File: config.mk
export PLATFORM = sky130hd
export DESIGN_NAME = rv_fetch_ctrl
export DESIGN_NICKNAME = d
export VERILOG_FILES = /design/src/rtl/rv_fetch_pkg.sv /design/src/rtl/rv_fetch_queue.sv /design/src/rtl/rv_fetch_ctrl.sv
export SDC_FILE = /design/constraint.sdc
export NUM_CORES = 1
export LEC_CHECK = 0
export ABC_AREA = 1
export ABC_CLOCK_PERIOD_IN_PS = 5100
export BUFFER_PORTS_ARGS = -buffer_cell sky130_fd_sc_hd__buf_2
export CAP_MARGIN = 20
export CORE_UTILIZATION = 58
export DETAILED_ROUTE_END_ITERATION = 7
export PLACE_DENSITY = 0.85
export SETUP_SLACK_MARGIN = 0.2
export SYNTH_ARGS = -nofsm -noshare
export SYNTH_HDL_FRONTEND = slang
export SYNTH_HIERARCHICAL = 1
export SYNTH_SLANG_ARGS = --single-unit
export TNS_END_PERCENT = 100
File: constraint.sdc
create_clock -name i_clk -period 5.1 [get_ports i_clk]
set_input_delay 1.275 -clock i_clk [delete_from_list [all_inputs] [get_ports i_clk]]
set_output_delay 1.275 -clock i_clk [all_outputs]
set_load 0.02 [all_outputs]
File: src/rtl/rv_fetch_pkg.sv
// Shared types for the fetch controller: FSM state and the fetch-buffer entry.
package rv_fetch_pkg;

  typedef enum logic [1:0] {
    BOOT,
    RUN,
    FLUSH
  } fetch_ctrl_state_t;

  typedef struct packed {
    logic [31:2] pc;
    logic [31:0] instr;
    logic        ready;
  } fetch_entry_t;

endpackage

File: src/rtl/rv_fetch_queue.sv
// In-order fetch buffer: alloc at tail, fill oldest pending, pop head, clear all.
// One-cycle write-to-visible; fullness is tracked by count, never by pointer compare.
module rv_fetch_queue
  import rv_fetch_pkg::*;
#(
  parameter int DEPTH = 2,
  parameter int CNT_W = $clog2(DEPTH + 1)
) (
  input  logic             i_clk,
  input  logic             i_reset_n,
  input  logic             i_alloc,
  input  logic [31:2]      i_alloc_pc,
  input  logic             i_fill,
  input  logic [31:0]      i_fill_data,
  input  logic             i_pop,
  input  logic             i_clear,
  output logic [CNT_W-1:0] o_alloc_cnt,
  output logic [CNT_W-1:0] o_pend_cnt,
  output logic             o_head_ready,
  output logic [31:0]      o_head_instr,
  output logic [31:2]      o_head_pc
);

  localparam int PTR_W = (DEPTH > 1) ? $clog2(DEPTH) : 1;
  localparam logic [PTR_W:0]   DEPTH_P = (PTR_W + 1)'(DEPTH);
  localparam logic [PTR_W-1:0] LAST    = PTR_W'(DEPTH - 1);

  fetch_entry_t     ent_q [DEPTH];
  fetch_entry_t     ent_d [DEPTH];
  logic [PTR_W-1:0] head_q, head_d, tail_q, tail_d, fill_idx;
  logic [CNT_W-1:0] alloc_q, alloc_d, pend_q, pend_d;
  logic [PTR_W:0]   fill_sum;

  function automatic logic [PTR_W-1:0] ptr_inc(input logic [PTR_W-1:0] p);
    return (p == LAST) ? '0 : p + PTR_W'(1);
  endfunction

  // Ready entries sit ahead of pending ones, so the oldest pending is head + ready count.
  always_comb begin
    fill_sum = {1'b0, head_q} + (PTR_W + 1)'(alloc_q - pend_q);
    fill_idx = (fill_sum >= DEPTH_P) ? PTR_W'(fill_sum - DEPTH_P) : PTR_W'(fill_sum);
  end

  always_comb begin
    ent_d   = ent_q;
    head_d  = head_q;
    tail_d  = tail_q;
    alloc_d = alloc_q;
    pend_d  = pend_q;
    if (i_clear) begin
      for (int i = 0; i < DEPTH; i++) ent_d[i].ready = 1'b0;
      head_d  = '0;
      tail_d  = '0;
      alloc_d = '0;
      pend_d  = '0;
    end else begin
      if (i_alloc) begin
        ent_d[tail_q] = '{pc: i_alloc_pc, instr: '0, ready: 1'b0};
        tail_d        = ptr_inc(tail_q);
      end
      if (i_fill) begin
        ent_d[fill_idx].instr = i_fill_data;
        ent_d[fill_idx].ready = 1'b1;
      end
      if (i_pop) begin
        ent_d[head_q].ready = 1'b0;
        head_d              = ptr_inc(head_q);
      end
      alloc_d = alloc_q + CNT_W'(i_alloc) - CNT_W'(i_pop);
      pend_d  = pend_q + CNT_W'(i_alloc) - CNT_W'(i_fill);
    end
  end

  always_ff @(posedge i_clk or negedge i_reset_n) begin
    if (!i_reset_n) begin
      for (int i = 0; i < DEPTH; i++) ent_q[i] <= '0;
      head_q  <= '0;
      tail_q  <= '0;
      alloc_q <= '0;
      pend_q  <= '0;
    end else begin
      ent_q   <= ent_d;
      head_q  <= head_d;
      tail_q  <= tail_d;
      alloc_q <= alloc_d;
      pend_q  <= pend_d;
    end
  end

  assign o_alloc_cnt  = alloc_q;
  assign o_pend_cnt   = pend_q;
  assign o_head_ready = ent_q[head_q].ready;
  assign o_head_instr = ent_q[head_q].instr;
  assign o_head_pc    = ent_q[head_q].pc;

endmodule

File: src/rtl/rv_fetch_ctrl.sv
// Fetch PC sequencer over a valid/grant imem port; grant N -> instr visible N+2.
// Requests stop when DEPTH entries are allocated; a redirect drops stale responses.
module rv_fetch_ctrl
  import rv_fetch_pkg::*;
#(
  parameter int DEPTH = 2,
  parameter int CNT_W = $clog2(DEPTH + 1)
) (
  input  logic        i_clk,
  input  logic        i_reset_n,
  input  logic [31:2] i_pc,
  input  logic        i_redirect,
  output logic        o_fetch_stall,
  output logic        o_imem_req,
  output logic [31:2] o_imem_addr,
  input  logic        i_imem_gnt,
  input  logic        i_imem_rvalid,
  input  logic [31:0] i_imem_rdata,
  output logic        o_instr_valid,
  output logic [31:0] o_instr,
  output logic [31:2] o_instr_pc,
  input  logic        i_dec_ready
);

  localparam logic [CNT_W-1:0] DEPTH_C = CNT_W'(DEPTH);

  fetch_ctrl_state_t state_q, state_d;
  logic [CNT_W-1:0]  drop_q, drop_d, owed;
  logic [CNT_W-1:0]  alloc_cnt, pend_cnt;
  logic              clear, fill, alloc, pop;

  always_comb begin
    state_d       = state_q;
    drop_d        = drop_q;
    o_imem_req    = 1'b0;
    o_fetch_stall = 1'b1;
    clear         = 1'b0;
    // Responses still owed to the dead path, net of one returning this cycle.
    owed = drop_q + pend_cnt;
    if (i_imem_rvalid && owed != '0) owed = owed - CNT_W'(1);
    case (state_q)
      BOOT: begin
        o_fetch_stall = 1'b0;
        state_d       = RUN;
      end
      RUN: begin
        o_imem_req    = !i_redirect && (alloc_cnt < DEPTH_C);
        o_fetch_stall = !(o_imem_req && i_imem_gnt);
      end
      FLUSH: begin
        if (i_imem_rvalid && drop_q != '0) begin
          drop_d = drop_q - CNT_W'(1);
          if (drop_q == CNT_W'(1)) state_d = RUN;
        end
      end
      default: state_d = BOOT;
    endcase
    if (i_redirect && state_q != BOOT) begin
      clear   = 1'b1;
      drop_d  = owed;
      state_d = (owed == '0) ? RUN : FLUSH;
    end
  end

  always_ff @(posedge i_clk or negedge i_reset_n) begin
    if (!i_reset_n) begin
      state_q <= BOOT;
      drop_q  <= '0;
    end else begin
      state_q <= state_d;
      drop_q  <= drop_d;
    end
  end

  assign o_imem_addr = i_pc;
  assign alloc       = o_imem_req && i_imem_gnt;
  assign fill        = i_imem_rvalid && (state_q == RUN) && (pend_cnt != '0);
  assign pop         = o_instr_valid && i_dec_ready && !clear;

  rv_fetch_queue #(.DEPTH(DEPTH), .CNT_W(CNT_W)) u_queue (
    .i_clk        (i_clk),
    .i_reset_n    (i_reset_n),
    .i_alloc      (alloc),
    .i_alloc_pc   (i_pc),
    .i_fill       (fill),
    .i_fill_data  (i_imem_rdata),
    .i_pop        (pop),
    .i_clear      (clear),
    .o_alloc_cnt  (alloc_cnt),
    .o_pend_cnt   (pend_cnt),
    .o_head_ready (o_instr_valid),
    .o_head_instr (o_instr),
    .o_head_pc    (o_instr_pc)
  );

  a_no_orphan_rvalid : assert property (@(posedge i_clk) disable iff (!i_reset_n)
    (i_imem_rvalid && state_q != FLUSH) |-> (pend_cnt != '0));

endmodule

# After elaboration in Yosys (flattened, before gate mapping)
# Index checks and enable logic that the tools add are counted.
# word_totals
register_bits,136
input_bits,68
output_inout_bits,95
elab_cells,112
# op_classes
addsub,12
magnitude_cmp,8
eq_ne,6
n_mux,43
bitwise_logic,3
reduce_logical,28
# op_table
op,n
$mux 126,5
$bwmux 126,4
$demux 63 s1,4
$mux 63,4
$mux 33,1
$mux 2,10
$reduce_bool 2->1,8
$logic_and 1x1->1,13
$mux 1,13
$ge 2x2->1 const B,4
$lt 2x1->1 const B,3
$ne 3x3->1 const B,2
$not 1->2,3
$pmux 2 s3,1
$add 2x1->2,2
$eq 2x1->1 const B,2
$logic_not 2->1,2
$sub 2x1->2,2
$sub 2x1->2 const B,2
$logic_not 1->1,3
$reduce_and 3->1,1
$add 1x1->1 const B,2
$add 1x2->2,1
$add 2x2->2,1
7 further kinds,7

# Depth between registers and ports, before layout
# depth
word_depth,16
depth_mapped,14
depth_no_buf,14

# Hierarchy
# The synthesis kept the hierarchy.
# by_module_without_submodules
mod,instances,cells_each,area_per_inst_um2,seq_area_each_um2
rv_fetch_queue,1,767,6193.4,3303.2
rv_fetch_ctrl,1,94,648.1,100.1

# Worst setup path after synthesis
# OpenSTA, ideal clock, no wires.
# synth_path
kind,input -> output
startpoint,input port i_imem_gnt
endpoint,output port o_fetch_stall
arrival_ns,1.846
t_required_ns,3.825
path_slack_ns,1.979
stages,3
n_path_buf,0
cell_sequence,inv_1 nor3_1 o21ai_0
# synth_via
elab_chain_cells,3
# synth_rtl
element,line,text
"start, declared",rv_fetch_ctrl.sv:16,"input logic i_imem_gnt,"
$logic_and 1x1->1,rv_fetch_ctrl.sv:48,o_fetch_stall = !(o_imem_req && i_imem_gnt);
$logic_not 1->1,rv_fetch_ctrl.sv:48,
$pmux 1 s2,rv_fetch_ctrl.sv:41,case (state_q)
"end, declared",rv_fetch_ctrl.sv:13,"output logic o_fetch_stall,"
# Every way passes these cells.

# Final worst setup path
# layout_path
startpoint,register u_queue.head_q
endpoint,output port o_instr[4]
# layout_via
elab_chain_cells,4
# layout_rtl
element,line,text
"start, declared",rv_fetch_queue.sv:30,"logic [PTR_W-1:0] head_q, head_d, tail_q, tail_d, fill_idx;"
"start signal, assigned",rv_fetch_queue.sv:77,head_q <= '0;
"start signal, assigned",rv_fetch_queue.sv:83,head_q <= head_d;
$not 1->2 (not written as such),rv_fetch_queue.sv:93,assign o_head_instr = ent_q[head_q].instr;
$mux 63 (3 in series),--,
"end, declared",rv_fetch_ctrl.sv:20,"output logic [31:0] o_instr,"
# Every way passes these cells. The select of a mux whose other input is x is not followed.

==> results_dict.tcl <==
set metrics [dict create \
    finalCriticalPeriod_ps 3401 \
    clock-skew-final_ps 5.418 \
    nets 1043 \
    dp_hpwl_mm 9.788 \
    crit_start "u_queue/head_q" \
    holdCritPathClass "reg2reg" \
    htree_levels 4 \
    status "finished, final reports clean" \
    final-max-slew-violation-count 0 \
    yosys.area.top_type "dfrtp_1" \
    relSlewSlack_pct 38.86 \
    rrSetupSlack_ps 2320 \
    grt_pass1_vias 5857 \
    setup_violations 0 \
    synthesis.nets 937 \
    postCtsResizedCells 0 \
    path_clk_slew_ps 60 \
    ios 163 \
    cap_violations 0 \
    root_buffer "clkbuf_16" \
    synthArstFlopShare_pct 100.0 \
    overflow 0 \
    tightest_slew_ps 917.0 \
    synth_seq_area_share_pct 49.74 \
    clk_path_buf_depth 2 \
    fmax_mhz 294.0 \
    dieArea_mm2 0.01223 \
    netlist_instances 861 \
    drive_gt1_share_pct 22.76 \
    syn-cell-area_mm2 0.006842 \
    area_growth_pct 16.70 \
    core_mm2 0.01147 \
    finalHoldViolCount 0 \
    cts_num_sinks 136 \
    end_kind "output port" \
    yosys_warnings 6 \
    synth_edf_count 0 \
    rows 39 \
    drt_iter0_drc 591 \
    synth-seq-cells 136 \
    p_per_area_mw_per_mm2 561.2 \
    numCtsBuffers 17 \
    clock_latency_ps 410 \
    detail-route-antenna-nets 0 \
    cp-endpoint "o_instr[4]" \
    synth.most_common_cell "nand2_1" \
    wl_per_cell_um 14.06 \
    cts_tree "yes" \
    synth_flop_cell "dfrtp_1" \
    worstReg2RegStart "state_q[1]" \
    grt_max_degree 93 \
    peakVddDrop_mv 0.3421 \
    post-cts-setup-buffers 0 \
    p_leak_nw 4.601 \
    rsz0062_at_grt "no" \
    antenna_found_initial 0 \
    synth.area.top_cells "dfrtp_1 50%, nand2_1 18%, nand3_1 10%" \
    diodes 0 \
    grtUsageTotal_pct 27.24 \
    dieWidth_um 110.6 \
    die_h_um 110.6 \
    power.total_mw 4.480 \
    synth_cell_types 26 \
    period_share_pct 66.69 \
    syn_area_per_cell_um2 7.946 \
    grt_pass1_wl_mm 26.79 \
    gp_congestion 0.7801 \
    yosys.area.top_type_share_pct 49.74 \
    crit_required_ps 3830 \
    arrival_ps 2130 \
    drc 0 \
    reg2reg_depth 7 \
    critPathMaxFanout 39 \
    start_kind "flop" \
    io_buffers 162 \
    start_util_pct 59.66 \
    nFillCells 971 \
    first_pass_iters 7 \
    ctsHoldBuffers 0 \
    fin_setup_tns_ps 0 \
    ys_top_cells_by_count "334 x nand2_1, 137 x nand3_1, 136 x dfrtp_1, 62 x o21ai_0, 52 x inv_1" \
    path_class "reg2out" \
    route.final.wire_length_mm 15.79 \
    vias 5976 \
    routed_via_density 5.321 \
]
[routing by layer]
layer	GRT usage, %	part of all wire (%)	up-vias
met5	0	0	-
met4	8.800	1.2	0
met3	5.159	6.0	19
met2	46.63	50	239
met1	34.90	43	2797
li1	-	-	2921
[area by class of cell]
| class | instances | area [µm²] | area share [%] |
|---|---|---|---|
| Timing Repair Buffer | 170 | 885.9 | 11.10 |
| Inverter | 56 | 212.7 | 2.664 |
| Clock buffer | 21 | 470.5 | 5.892 |
| Multi-Input combinational cell | 586 | 2663 | 33.35 |
| Tap cell | 143 | 178.9 | 2.241 |
| Clock inverter | 11 | 168.9 | 2.116 |
| Sequential cell | 136 | 3405 | 42.64 |
[worst min-delay path by stage]
stage          endpoint  slack [ps]  cells after the start
2_1_floorplan      flop         450                      2
3_3_place_gp       flop         470                      2
3_5_place_dp       flop         470                      2
4_1_cts            flop         490                      2
5_1_grt            flop         510                      2
6_report           flop         480                      2
[stage by stage]
stage | setup WS [ps] | std cells | utilization, % | hold WS, ps | cell area [µm²]
final | 1699 | 1123 | 69.62 | 483.4 | 7984
after global placement | 1399 | 1091 | 64.05 | 465.6 | 7345
after CTS | 1699 | 1123 | 69.62 | 487.5 | 7984
after global routing | 1457 | 1123 | 69.62 | 509.2 | 7984
after detailed placement | 1270 | 1091 | 64.05 | 473.1 | 7345
after floorplan | 1979 | 861 | - | 452.9 | 6842
[cell families (layout without fill, tap and decap cells)]
group,count (synthesis),count (layout),synth area share (%)
AND/OR/NAND/NOR,499,499,31.40
buffers and inverters,139,258,11.34
flip-flops,136,136,49.74
AO/OA/AOI/OAI,75,75,5.541
adder cells (fa/ha/maj),8,8,1.463
XOR/XNOR,4,4,0.5122
[critical path, stage by stage (launching register included)]
cell     delay [ps]
dfrtp_2         400
inv_2           410
buf_4           510
nand2_1          90
nand2_1         120
buf_2           180
[power by group]
group / switching [mW] / leakage [nW] / internal [mW] / total (mW)
logic: 1.04 / 2.48 / 0.513 / 1.55
registers: 0.202 / 1.81 / 1.41 / 1.62
clock network: 0.454 / 0.313 / 0.858 / 1.31
total: 1.70 / 4.60 / 2.79 / 4.48
[cell usage in the layout (no fill, tap or decap), drive strengths merged]
cell type and instances:
and2 1, clkbuf 21, inv 57, nor2 12, nor3 4, buf 170
clkinvlp 1, nand2 338, xor2 2, nand3 144, bufinv 4, clkinv 5
a21oi 6, xnor2 2, o21ai 69, dfrtp 136, ha 8
No activity file was read; power rests on OpenSTA's default activity.
